### src/rtl/spi_pkg.sv
// Shared types for the SPI bus arbiter: FSM state encoding, byte width and
// round-robin pointer helper.
package spi_pkg;

   localparam int SPI_BYTE_W = 8;

   typedef enum logic [2:0] {
      IDLE,
      START,
      WAIT_EN,
      XFER,
      DONE,
      HOLD,
      GAP
   } arb_state_t;

   function automatic int rr_next(input int g, input int n);
      return (g + 1 >= n) ? 0 : g + 1;
   endfunction

endpackage

### src/rtl/spi_rr_picker.sv
// Combinational round-robin select: first set request at or after the pointer,
// wrapping, returned as one-hot grant plus index.
module spi_rr_picker
   import spi_pkg::*;
#(
   parameter  int NUM_REQ = 4,
   localparam int IDW     = $clog2(NUM_REQ)
) (
   input  logic [NUM_REQ-1:0] req_i,
   input  logic [IDW-1:0]     ptr_i,
   output logic [NUM_REQ-1:0] gnt_o,
   output logic [IDW-1:0]     id_o,
   output logic               any_o
);

   int idx;

   always_comb begin
      gnt_o = '0;
      id_o  = '0;
      any_o = 1'b0;
      idx   = 0;
      for (int k = 0; k < NUM_REQ; k++) begin
         idx = (int'(ptr_i) + k) % NUM_REQ;
         if (!any_o && req_i[IDW'(idx)]) begin
            any_o              = 1'b1;
            id_o               = IDW'(idx);
            gnt_o[IDW'(idx)]   = 1'b1;
         end
      end
   end

endmodule

### src/rtl/spi_bus_arbiter.sv
// Round-robin sharing of one 8-bit SPI byte engine between NUM_REQ requesters with
// burst-held chip selects. Optional per-byte watchdog: define SPI_ARB_WATCHDOG_EN.
module spi_bus_arbiter
   import spi_pkg::*;
#(
   parameter  int NUM_REQ   = 4,
   parameter  int CS_GAP    = 2,
   parameter  int WD_CYCLES = 512,
   localparam int IDW       = $clog2(NUM_REQ),
   localparam int GW        = $clog2(CS_GAP + 1)
) (
   input  logic                          clk,
   input  logic                          rst,
   input  logic [NUM_REQ-1:0]            req_valid,
   input  logic [NUM_REQ*SPI_BYTE_W-1:0] req_data,
   input  logic [NUM_REQ-1:0]            req_last,
   output logic [NUM_REQ-1:0]            req_ready,
   output logic                          rsp_valid,
   output logic [SPI_BYTE_W-1:0]         rsp_data,
   output logic [IDW-1:0]                rsp_id,
   output logic                          rsp_err,
   output logic [NUM_REQ-1:0]            cs_n,
   output logic                          drv_start,
   output logic [SPI_BYTE_W-1:0]         drv_tx,
   input  logic                          drv_en,
   input  logic [SPI_BYTE_W-1:0]         drv_rx
);

   if (NUM_REQ < 2 || NUM_REQ > 8 || CS_GAP < 1 || WD_CYCLES < 2) begin : g_bad_param
      $error("spi_bus_arbiter: parameter out of range");
   end

   arb_state_t            state_q, state_d;
   logic [IDW-1:0]        gnt_q, gnt_d, ptr_q, ptr_d, rsp_id_q, rsp_id_d, ptr_after;
   logic                  last_q, last_d, drv_start_q, drv_start_d, rsp_valid_q, rsp_valid_d;
   logic [NUM_REQ-1:0]    cs_n_q, cs_n_d, req_ready_q, req_ready_d;
   logic [SPI_BYTE_W-1:0] drv_tx_q, drv_tx_d, rsp_data_q, rsp_data_d;
   logic [GW-1:0]         gap_q, gap_d;
   logic                  enter_start;
   logic [NUM_REQ-1:0]    pick_gnt;
   logic [IDW-1:0]        pick_id;
   logic                  pick_any;

`ifdef SPI_ARB_WATCHDOG_EN
   localparam int WDW = $clog2(WD_CYCLES);
   logic [WDW-1:0] wd_q, wd_d;
   logic           rsp_err_q, rsp_err_d;
`endif

   spi_rr_picker #(.NUM_REQ(NUM_REQ)) u_picker (
      .req_i (req_valid),
      .ptr_i (ptr_q),
      .gnt_o (pick_gnt),
      .id_o  (pick_id),
      .any_o (pick_any)
   );

   assign ptr_after = IDW'(rr_next(int'(gnt_q), NUM_REQ));

   always_comb begin
      state_d     = state_q;
      gnt_d       = gnt_q;
      ptr_d       = ptr_q;
      last_d      = last_q;
      cs_n_d      = cs_n_q;
      req_ready_d = '0;
      drv_start_d = 1'b0;
      drv_tx_d    = drv_tx_q;
      rsp_valid_d = 1'b0;
      rsp_data_d  = rsp_data_q;
      rsp_id_d    = rsp_id_q;
      gap_d       = gap_q;
      enter_start = 1'b0;
`ifdef SPI_ARB_WATCHDOG_EN
      wd_d        = wd_q;
      rsp_err_d   = 1'b0;
`endif
      unique case (state_q)
         IDLE: begin
            if (pick_any) begin
               gnt_d       = pick_id;
               cs_n_d      = ~pick_gnt;
               enter_start = 1'b1;
            end
         end
         START:   state_d = WAIT_EN;
         WAIT_EN: if (drv_en) state_d = XFER;
         XFER: begin
            if (!drv_en) begin
               rsp_valid_d = 1'b1;
               rsp_data_d  = drv_rx;
               rsp_id_d    = gnt_q;
               state_d     = DONE;
            end
         end
         DONE: begin
            if (last_q) begin
               cs_n_d  = '1;
               ptr_d   = ptr_after;
               gap_d   = GW'(CS_GAP - 1);
               state_d = GAP;
            end else begin
               state_d = HOLD;
            end
         end
         // Bus stays owned here; other requesters are not looked at until the burst ends.
         HOLD: if (req_valid[gnt_q]) enter_start = 1'b1;
         GAP: begin
            if (gap_q == '0) state_d = IDLE;
            else             gap_d   = gap_q - 1'b1;
         end
         default: state_d = IDLE;
      endcase

      // Start outputs are registered so they line up exactly with the START cycle.
      if (enter_start) begin
         state_d              = START;
         drv_start_d          = 1'b1;
         drv_tx_d             = req_data[SPI_BYTE_W*gnt_d +: SPI_BYTE_W];
         req_ready_d[gnt_d]   = 1'b1;
         last_d               = req_last[gnt_d];
`ifdef SPI_ARB_WATCHDOG_EN
         wd_d                 = '0;
`endif
      end

`ifdef SPI_ARB_WATCHDOG_EN
      if (state_q == WAIT_EN || state_q == XFER) begin
         wd_d = wd_q + 1'b1;
         if (wd_q == WDW'(WD_CYCLES - 1) && !(state_q == XFER && !drv_en)) begin
            rsp_valid_d = 1'b1;
            rsp_err_d   = 1'b1;
            rsp_data_d  = '0;
            rsp_id_d    = gnt_q;
            cs_n_d      = '1;
            ptr_d       = ptr_after;
            gap_d       = GW'(CS_GAP - 1);
            state_d     = GAP;
         end
      end
`endif
   end

   always_ff @(posedge clk or posedge rst) begin
      if (rst) begin
         state_q     <= IDLE;
         gnt_q       <= '0;
         ptr_q       <= '0;
         last_q      <= 1'b0;
         cs_n_q      <= '1;
         req_ready_q <= '0;
         drv_start_q <= 1'b0;
         drv_tx_q    <= '0;
         rsp_valid_q <= 1'b0;
         rsp_data_q  <= '0;
         rsp_id_q    <= '0;
         gap_q       <= '0;
      end else begin
         state_q     <= state_d;
         gnt_q       <= gnt_d;
         ptr_q       <= ptr_d;
         last_q      <= last_d;
         cs_n_q      <= cs_n_d;
         req_ready_q <= req_ready_d;
         drv_start_q <= drv_start_d;
         drv_tx_q    <= drv_tx_d;
         rsp_valid_q <= rsp_valid_d;
         rsp_data_q  <= rsp_data_d;
         rsp_id_q    <= rsp_id_d;
         gap_q       <= gap_d;
      end
   end

`ifdef SPI_ARB_WATCHDOG_EN
   always_ff @(posedge clk or posedge rst) begin
      if (rst) begin
         wd_q      <= '0;
         rsp_err_q <= 1'b0;
      end else begin
         wd_q      <= wd_d;
         rsp_err_q <= rsp_err_d;
      end
   end
   assign rsp_err = rsp_err_q;
`else
   assign rsp_err = 1'b0;
`endif

   assign cs_n      = cs_n_q;
   assign req_ready = req_ready_q;
   assign drv_start = drv_start_q;
   assign drv_tx    = drv_tx_q;
   assign rsp_valid = rsp_valid_q;
   assign rsp_data  = rsp_data_q;
   assign rsp_id    = rsp_id_q;

endmodule

### config.mk
export PLATFORM = sky130hd
export DESIGN_NAME = spi_bus_arbiter
export DESIGN_NICKNAME = d
export VERILOG_FILES = /design/src/rtl/spi_pkg.sv /design/src/rtl/spi_rr_picker.sv /design/src/rtl/spi_bus_arbiter.sv
export SDC_FILE = /design/constraint.sdc
export NUM_CORES = 1
export LEC_CHECK = 0
export BUFFER_PORTS_ARGS = -buffer_cell sky130_fd_sc_hd__buf_2
export CORE_MARGIN = 2
export CORE_UTILIZATION = 35
export DETAILED_ROUTE_END_ITERATION = 6
export HOLD_SLACK_MARGIN = 0.15
export MAX_ROUTING_LAYER = met4
export SYNTH_ARGS = -nofsm -noshare
export SYNTH_HDL_FRONTEND = slang
export SYNTH_SLANG_ARGS = --single-unit
### constraint.sdc
create_clock -name clk -period 4.55 [get_ports clk]
set_input_delay 0.455 -clock clk [delete_from_list [all_inputs] [get_ports clk]]
set_output_delay 0.455 -clock clk [all_outputs]
set_load 0.01 [all_outputs]
==> metrics.yaml, run 1 <==
outcome: "completed"
ys_ff_latch: 38
netlist.area_leader.share_pct: 32.3
slew_headroom_pct: 44.0
clk_pin_slew_worst_paths_ns: 0.08
rows: 31
p_total_mw: 2.07
multi_input_area_um2: 1440
skew_ns: 0.00258
rsz0062_at_grt: "no"
cts_tree: "yes"
p_sw_share_pct: 44.4
timing.final.max_slew_violations: 0
area.sequential_um2: 956
io_buffers: 78
routed_via_density: 5.02
grt_pass1_vias: 2016
internal-power_mw: 1.15
cellLeakagePower_nw: 1.39
wire_per_inst_um: 13.8
seq_area_frac_synth_pct: 36.3
stdcell_count: 417
final_cell_mix: "78 x buf_2, 34 x dfrtp_1, 21 x inv_1, 19 x nor2_1, 18 x a211oi_2"
layout_commonest_cell: "buf_2"
die_area_um2: 8240
worst-slew-pin-transition_ns: 0.837
syn_avg_cell_area_um2: 10.5
cts_num_sinks: 38
final_core_util_pct: 42.8
synth_nets: 311
dp_hpwl_um: 4260
hold_buffers: 0
rr_startpoint: "ptr_q[0]$_DFFE_PP0P_"
start_util_pct: 36.2
crit_type: "reg -> reg"
ys_async_sr_fraction_pct: 100
drtPass1Iterations: 4
required_ns: 4.75
post_cts_buffers: 0
placed_cells: 409
clock-root-buffer: "clkbuf_8"
core_area_um2: 7290
io-pin-count: 80
start_kind: "flop"
synth_area_um2: 2640
cts_resized: 0
insertedDiodeCount: 0
p_per_area_nw_per_um2: 664
drc: 0
die_w_um: 90.8
hold_viol: 0
combPwrFrac_pct: 54.6
synth_flop_cell: "dfrtp_1"
critPathCaptureType: "flop"
crit_fanout: 20
antenna_left: 0
switching_power_uw: 919
r2r_cells: 8
maxCapViolations: 0
rrSetupSlack_ns: 1.27
vdd_ir_drop_max_mv: 0.277
yosys.area.top_type: "dfrtp_1"
fmax_ghz: 0.305
htree_levels: 2
grt_start_max_net_pins: 39
setup_tns_ns: 0
syn_inst: 250
drt_iter0_markers: 98
clk_path_buf_depth: 2
synth_warnings: 0
clockPowerShare_pct: 13.9
r2r-end: "drv_tx[0]$_DFFE_PP0P_"
synth_edf_count: 0
via_count: 2093
grt_overflow: 0
yosysUniqueCellTypes: 55
drt-total-wl_um: 5760
hold_path.class: "in -> async"
layout-drive-gt1-share_pct: 43.4
clock_latency_ns: 0.29
area_growth_pct: 18.3
place_congestion: 0.809
period_minus_slack_ns: 3.28
die_y_um: 90.8
fillers: 744
post-route-period-util_pct: 72.1
crit_arrival_ns: 3.48
cts_buffers: 5
synth_area_leaders: "dfrtp_1 32%, a211oi_2 8.5%, mux2i_1 5.3%"
final_nets: 378
grtUsageTotal_pct: 14.3
grt_pass1_wl_um: 9570
seqPwrFrac_pct: 31.5
setup_viol: 0
antenna_found_initial: 0
[metal layers]
metal	vias to the layer above	wire length (µm)	GRT usage, %
met2	53	2890	23.7
li1	1043	-	-
met5	-	0	-
met3	4	212	2.59
met4	0	33	3.41
met1	993	2620	18.3
[cells in the mapped netlist, drive strengths merged, types with 2 or more instances]
cell and n:
dfrtp 34, o21ai 14, nand2b 4, dfstp 4
nand3 3, a222oi 2, and2 2, o211ai 2
mux2 12, nor3b 2, a32oi 2, o2111ai 2
ha 10, buf 16, nor3 8, nor4bb 2
nor2 22, a21oi 14, mux2i 14, inv 22
and3b 2, nand2 6, a211oi 30, clkbuf 3
[area by class of cell]
| cell class | count | area share, % |
|---|---|---|
| sequential | 38 | 30.6 |
| multi-input combinational | 171 | 46.2 |
| clock inverter | 3 | 1.44 |
| timing repair buffer | 79 | 12.8 |
| tap | 99 | 3.97 |
| clock buffer | 5 | 2.21 |
| inverter | 22 | 2.73 |
[cells by family after synthesis]
kind of cell	count (synthesis)	share of synthesized area, %
other	1	0.142
flip-flops	38	36.3
AND/OR/NAND/NOR	57	12.7
AO/OA/AOI/OAI	76	25.7
adder cells (fa/ha/maj)	10	4.75
buffers and inverters	41	9.21
multiplexers	27	11.3
[worst max-delay path: stages (launching register included)]
cell,delay (ns)
dfrtp_1,0.82
inv_1,0.25
ha_1,0.48
nor2b_1,0.21
o21ai_0,0.29
a32oi_4,0.19
o21ai_2,0.62
a211oi_2,0.11
a211oi_2,0.23
[worst max-delay path by stage]
stage	from	endpoint	slack, ns	cells after the start
floorplan	ptr_q[0]$_DFFE_PP0P_	drv_tx[0]$_DFFE_PP0P_	2.06	12
global placement	ptr_q[0]$_DFFE_PP0P_	drv_tx[3]$_DFFE_PP0P_	1.38	8
detailed placement	ptr_q[0]$_DFFE_PP0P_	drv_tx[0]$_DFFE_PP0P_	1.28	8
CTS	ptr_q[0]$_DFFE_PP0P_	drv_tx[0]$_DFFE_PP0P_	1.26	8
global route	ptr_q[0]$_DFFE_PP0P_	drv_tx[1]$_DFFE_PP0P_	1.05	9
finish	ptr_q[0]$_DFFE_PP0P_	drv_tx[0]$_DFFE_PP0P_	1.27	8
[state kept, by name, indices dropped and copies added, names as in the netlist, 2 cells and up]
register	flops
gnt_q	2
drv_tx	8
cs_n	4
rsp_id	2
ptr_q	2
req_ready	4
state_q	3
rsp_data	8
gap_q	2
[through the flow]
stage,setup WS (ns),cell area [µm²],hold WS (ns)
CTS,1.26,3120,0.292
global placement,1.38,3010,0.467
global route,1.05,3120,0.326
floorplan,2.06,2640,0.445
detailed placement,1.28,3010,0.473
finish,1.27,3120,0.278
[power by group through the flow]
| stage | clock, mW | combinational (mW) | sequential (mW) |
|---|---|---|---|
| 2_1_floorplan | 0 | 0.954 | 0.648 |
| 3_3_place_gp | 0 | 1.13 | 0.655 |
| 3_5_place_dp | 0 | 1.14 | 0.660 |
| 4_1_cts | 0.301 | 1.14 | 0.654 |
| 5_1_grt | 0.316 | 1.25 | 0.684 |
| 6_report | 0.288 | 1.13 | 0.653 |
(Power assumes the default switching activity.)
==> run 2, diff against run 1 <==
clock period = 2.85 ns   (was 4.55 ns; I/O delays follow)
==> metrics.yaml, run 2 (synthesized netlist as in run 1, its figures left out) <==
stdcell_count: 423
min-delay-start: "drv_rx[5]"
grtUsageMet2_pct: 24.1
cts_resized: 0
clock_latency_ns: 0.29
core_area_um2: 7290
seqPwrFrac_pct: 30.2
setup_viol: 0
switching_power_mw: 1.47
grtUsageMet3_pct: 2.67
rsz0062_at_grt: "no"
grtUsageTotal_pct: 14.4
post_cts_buffers: 0
clk_path_buf_depth: 2
grt_most_used_layer: "met2"
via_count: 2113
use_met1_pct: 18.1
required_ns: 2.99
htree_levels: 2
die_y_um: 90.8
grt_start_max_net_pins: 39
layout-drive-gt1-share_pct: 44.1
vdd_ir_drop_max_mv: 0.344
place_congestion: 0.812
placed_cells: 414
post-route-period-util_pct: 89.2
drt-total-wl_um: 5860
io-pin-count: 80
hold_viol: 0
drt_iter0_markers: 77
hold_path.class: "in -> reg"
combPwrFrac_pct: 58.1
worstSetupStartpoint: "ptr_q[0]$_DFFE_PP0P_"
period_minus_slack_ns: 2.54
cts_tree: "yes"
drtPass1Iterations: 4
rows: 31
routed_via_density: 5.00
maxCapViolations: 0
outcome: "completed"
final_core_util_pct: 43.2
post_dp_cell_area_um2: 3040
final_cell_mix: "78 x buf_2, 34 x dfrtp_1, 21 x inv_1, 19 x nor2_1, 18 x a211oi_2"
worst-slew-pin-transition_ns: 0.768
antenna_found_initial: 0
crit_type: "reg -> reg"
layout_commonest_cell: "buf_2"
cts_num_sinks: 38
grt_pass1_wl_um: 9570
grt_pass1_vias: 2030
timing.final.max_slew_violations: 0
hold_buffers: 1
die_area_um2: 8240
dp_hpwl_um: 4300
p_sw_share_pct: 44.7
critPathCaptureType: "flop"
clk_pin_slew_worst_paths_ns: 0.07
grt_overflow: 0
crit_arrival_ns: 2.68
antenna_left: 0
final_nets: 384
setup_tns_ns: 0
fmax_ghz: 0.394
cts_buffers: 5
cellLeakagePower_nw: 1.41
wire_per_inst_um: 13.8
final_area_um2: 3150
slew_headroom_pct: 48.7
start_kind: "flop"
drc: 0
crit_fanout: 21
start_util_pct: 36.2
insertedDiodeCount: 0
skew_ns: 0.0112
die_w_um: 90.8
clock-root-buffer: "clkbuf_8"
area_growth_pct: 19.4
p_per_area_nw_per_um2: 1040
io_buffers: 78
fillers: 762
rr_startpoint: "ptr_q[0]$_DFFE_PP0P_"
internal-power_mw: 1.81
clockPowerShare_pct: 11.8
-- run 2: changes by cell type in the layout (fill, tap and decap cells not counted) --
cell	before	now
buf_4	1	6
bufinv_16	1	0
clkbuf_8	5	6
clkinv_2	0	1
clkinvlp_4	2	1
dlygate4sd3_1	0	1
-- run 2: routing by layer --
metal	vias to the layer above	routed length, µm
met2	48	2990
met4	0	63
met3	7	192
met5	-	0
met1	1006	2610
li1	1052	-
-- run 2: power by group through the flow --
| stage | Clock [mW] | Sequential (mW) | Combinational, mW |
|---|---|---|---|
| after global routing | 0.424 | 1.03 | 2.10 |
| after CTS | 0.400 | 0.994 | 1.92 |
| after detailed placement | 0 | 1.00 | 1.92 |
| after global placement | 0 | 0.998 | 1.89 |
| final | 0.386 | 0.989 | 1.90 |
| after floorplan | 0 | 1.03 | 1.52 |
-- run 2: layout make-up --
| class | count | area [µm²] | share of cell area (%) |
|---|---|---|---|
| clock buffers | 6 | 82.6 | 2.62 |
| flip-flops and latches | 38 | 956 | 30.4 |
| multi-input cells | 171 | 1440 | 45.8 |
| clock inverters | 2 | 12.5 | 0.397 |
| repair buffers | 85 | 445 | 14.1 |
| inverters | 22 | 85.1 | 2.70 |
| well taps | 99 | 124 | 3.93 |
-- run 2: worst max-delay path: stages, from the launching register on --
cell and delay [ns]:
dfrtp_1 0.35, inv_1 0.10, ha_1 0.48, nor3_1 0.13, nand2b_1 0.17, o21bai_2 0.41
a21oi_4 0.13, inv_4 0.28, mux2i_1 0.26, a211oi_2 0.09
-- run 2: stage by stage --
stage	worst slack, ns	total power [mW]	hold slack, ns
floorplan	0.357	2.56	0.437
global placement	0.423	2.89	0.431
detailed placement	0.336	2.92	0.435
CTS	0.318	3.32	0.221
global route	0.119	3.56	0.215
finish	0.309	3.28	0.228
-- run 2: path summary, 6_finish.rpt --
| check | to | slack [ns] | cells after the start |
|---|---|---|---|
| setup reg to reg | drv_tx[6]$_DFFE_PP0P_ | 0.31 | 9 |
| setup / recovery | drv_tx[6]$_DFFE_PP0P_ | 0.31 | 9 |
| hold / removal | rsp_data[5]$_DFFE_PP0P_ | 0.23 | 2 |
| max in group asynchronous | cs_n[1]$_DFFE_PP1P_ | 1.83 | 4 |
| min in group asynchronous | drv_tx[3]$_DFFE_PP0P_ | 0.65 | 4 |
| hold reg to reg | gap_q[0]$_DFFE_PP0P_ | 0.48 | 1 |
==> run 3, diff against run 2 <==
PLACE_DENSITY = 0.63   (was unset)
==> metrics.yaml, run 3 (synthesized netlist as in run 1, its figures left out) <==
post_dp_cell_area_um2: 3050
rows: 31
io_buffers: 78
skew_ns: 0.00827
cp_slowest_stage_delay_ns: 0.49
grt_most_used_layer: "met2"
via_count: 2125
preCtsSetupSlack_ns: 0.345
worst-slew-pin-transition_ns: 0.774
clk_path_buf_depth: 2
cts_buffers: 5
place_congestion: 0.787
rsz0062_at_grt: "no"
stdcell_count: 424
crit_arrival_ns: 2.62
critPathCaptureType: "flop"
timing.final.max_slew_violations: 0
die_w_um: 90.8
grt_pass1_vias: 2079
drt_iter0_markers: 99
crit_type: "reg -> reg"
drt-total-wl_um: 5930
final_nets: 385
crit_slowest_cell: "o21a_1"
start_util_pct: 36.2
period_minus_slack_ns: 2.46
final_area_um2: 3160
setup_tns_ns: 0
critical_path.top_delay_family: "compound AO/OA/AOI/OAI gates"
layout-drive-gt1-share_pct: 44.3
setup_viol: 0
clock_latency_ns: 0.30
wire_per_inst_um: 14.0
grt_pass1_wl_um: 9740
outcome: "completed"
final_core_util_pct: 43.3
post-route-period-util_pct: 86.5
grt_start_max_net_pins: 39
use_met1_pct: 18.1
grt_overflow: 0
die_y_um: 90.8
dp_hpwl_um: 4390
path_buf_inv: 1
area_growth_pct: 19.7
maxCapViolations: 0
insertedDiodeCount: 0
final_cell_mix: "78 x buf_2, 34 x dfrtp_1, 21 x inv_1, 19 x nor2_1, 18 x a211oi_2"
cellLeakagePower_nw: 1.42
fin_ws_ns: 0.386
p_total_mw: 3.32
worstPathCellList: "inv_1, ha_1, nor2b_1, o21ai_0, a32oi_4, nor2_4, o21a_1, a211oi_2"
layout_commonest_cell: "buf_2"
antenna_left: 0
io-pin-count: 80
hold_viol: 0
placed_cells: 415
cts_num_sinks: 38
htree_levels: 2
clock-root-buffer: "clkbuf_8"
p_per_area_nw_per_um2: 1050
fmax_ghz: 0.406
hold_path.class: "in -> reg"
fin_hold_ws_ns: 0.218
required_ns: 3.00
grtUsageMet2_pct: 24.6
die_area_um2: 8240
start_kind: "flop"
crit_fanout: 10
core_area_um2: 7290
grtUsageMet3_pct: 4.09
routed_via_density: 5.01
clk_pin_slew_worst_paths_ns: 0.08
cts_tree: "yes"
drtPass1Iterations: 4
vdd_ir_drop_max_mv: 0.472
slew_headroom_pct: 48.3
antenna_found_initial: 0
grtUsageTotal_pct: 14.7
fillers: 753
drc: 0
## run 3: cell types whose count changed in the layout (fill, tap and decap cells not counted)
cell   previous run  this run
buf_4             6         7
## run 3: repair_timing
item | in CTS | in global routing
buffers inserted | 0 | 0
gates resized for setup | 0 | 0
hold buffers | 1 | 0
endpoints found under the hold margin | 34 | 0
## run 3: area by class of cell
| cell class | count | area (µm²) | share of cell area [%] |
|---|---|---|---|
| Clock inverter | 2 | 12.5 | 0.397 |
| Multi-Input combinational cell | 171 | 1440 | 45.7 |
| Inverter | 22 | 85.1 | 2.70 |
| Clock buffer | 6 | 82.6 | 2.62 |
| Sequential cell | 38 | 956 | 30.3 |
| Timing Repair Buffer | 86 | 453 | 14.4 |
| Tap cell | 99 | 124 | 3.93 |
## run 3: power breakdown
part / leakage (nW) / total [mW] / switching [mW] / internal (mW)
clock: 0.0472 / 0.398 / 0.203 / 0.195
combinational: 0.922 / 1.93 / 1.10 / 0.822
sequential: 0.448 / 0.992 / 0.186 / 0.806
total: 1.42 / 3.32 / 1.49 / 1.82
## run 3: path summary, 6_finish.rpt
check	end	cells past startpoint	startpoint	slack, ns
worst max-delay path	drv_tx[4]$_DFFE_PP0P_	8	ptr_q[0]$_DFFE_PP0P_	0.39
worst min-delay path	rsp_data[5]$_DFFE_PP0P_	2	drv_rx[5]	0.22
worst max register to register	drv_tx[4]$_DFFE_PP0P_	8	ptr_q[0]$_DFFE_PP0P_	0.39
worst min register to register	gap_q[0]$_DFFE_PP0P_	1	gap_q[0]$_DFFE_PP0P_	0.48
max in group asynchronous	cs_n[0]$_DFFE_PP1P_	4	rst	1.86
min in group asynchronous	rsp_id[1]$_DFFE_PP0P_	4	rst	0.63
## run 3: layer usage
layer,part of all wire (%),wire (µm)
met1,44,2620
met4,0.78,46
met5,0,0
met3,4.3,254
met2,51,3020
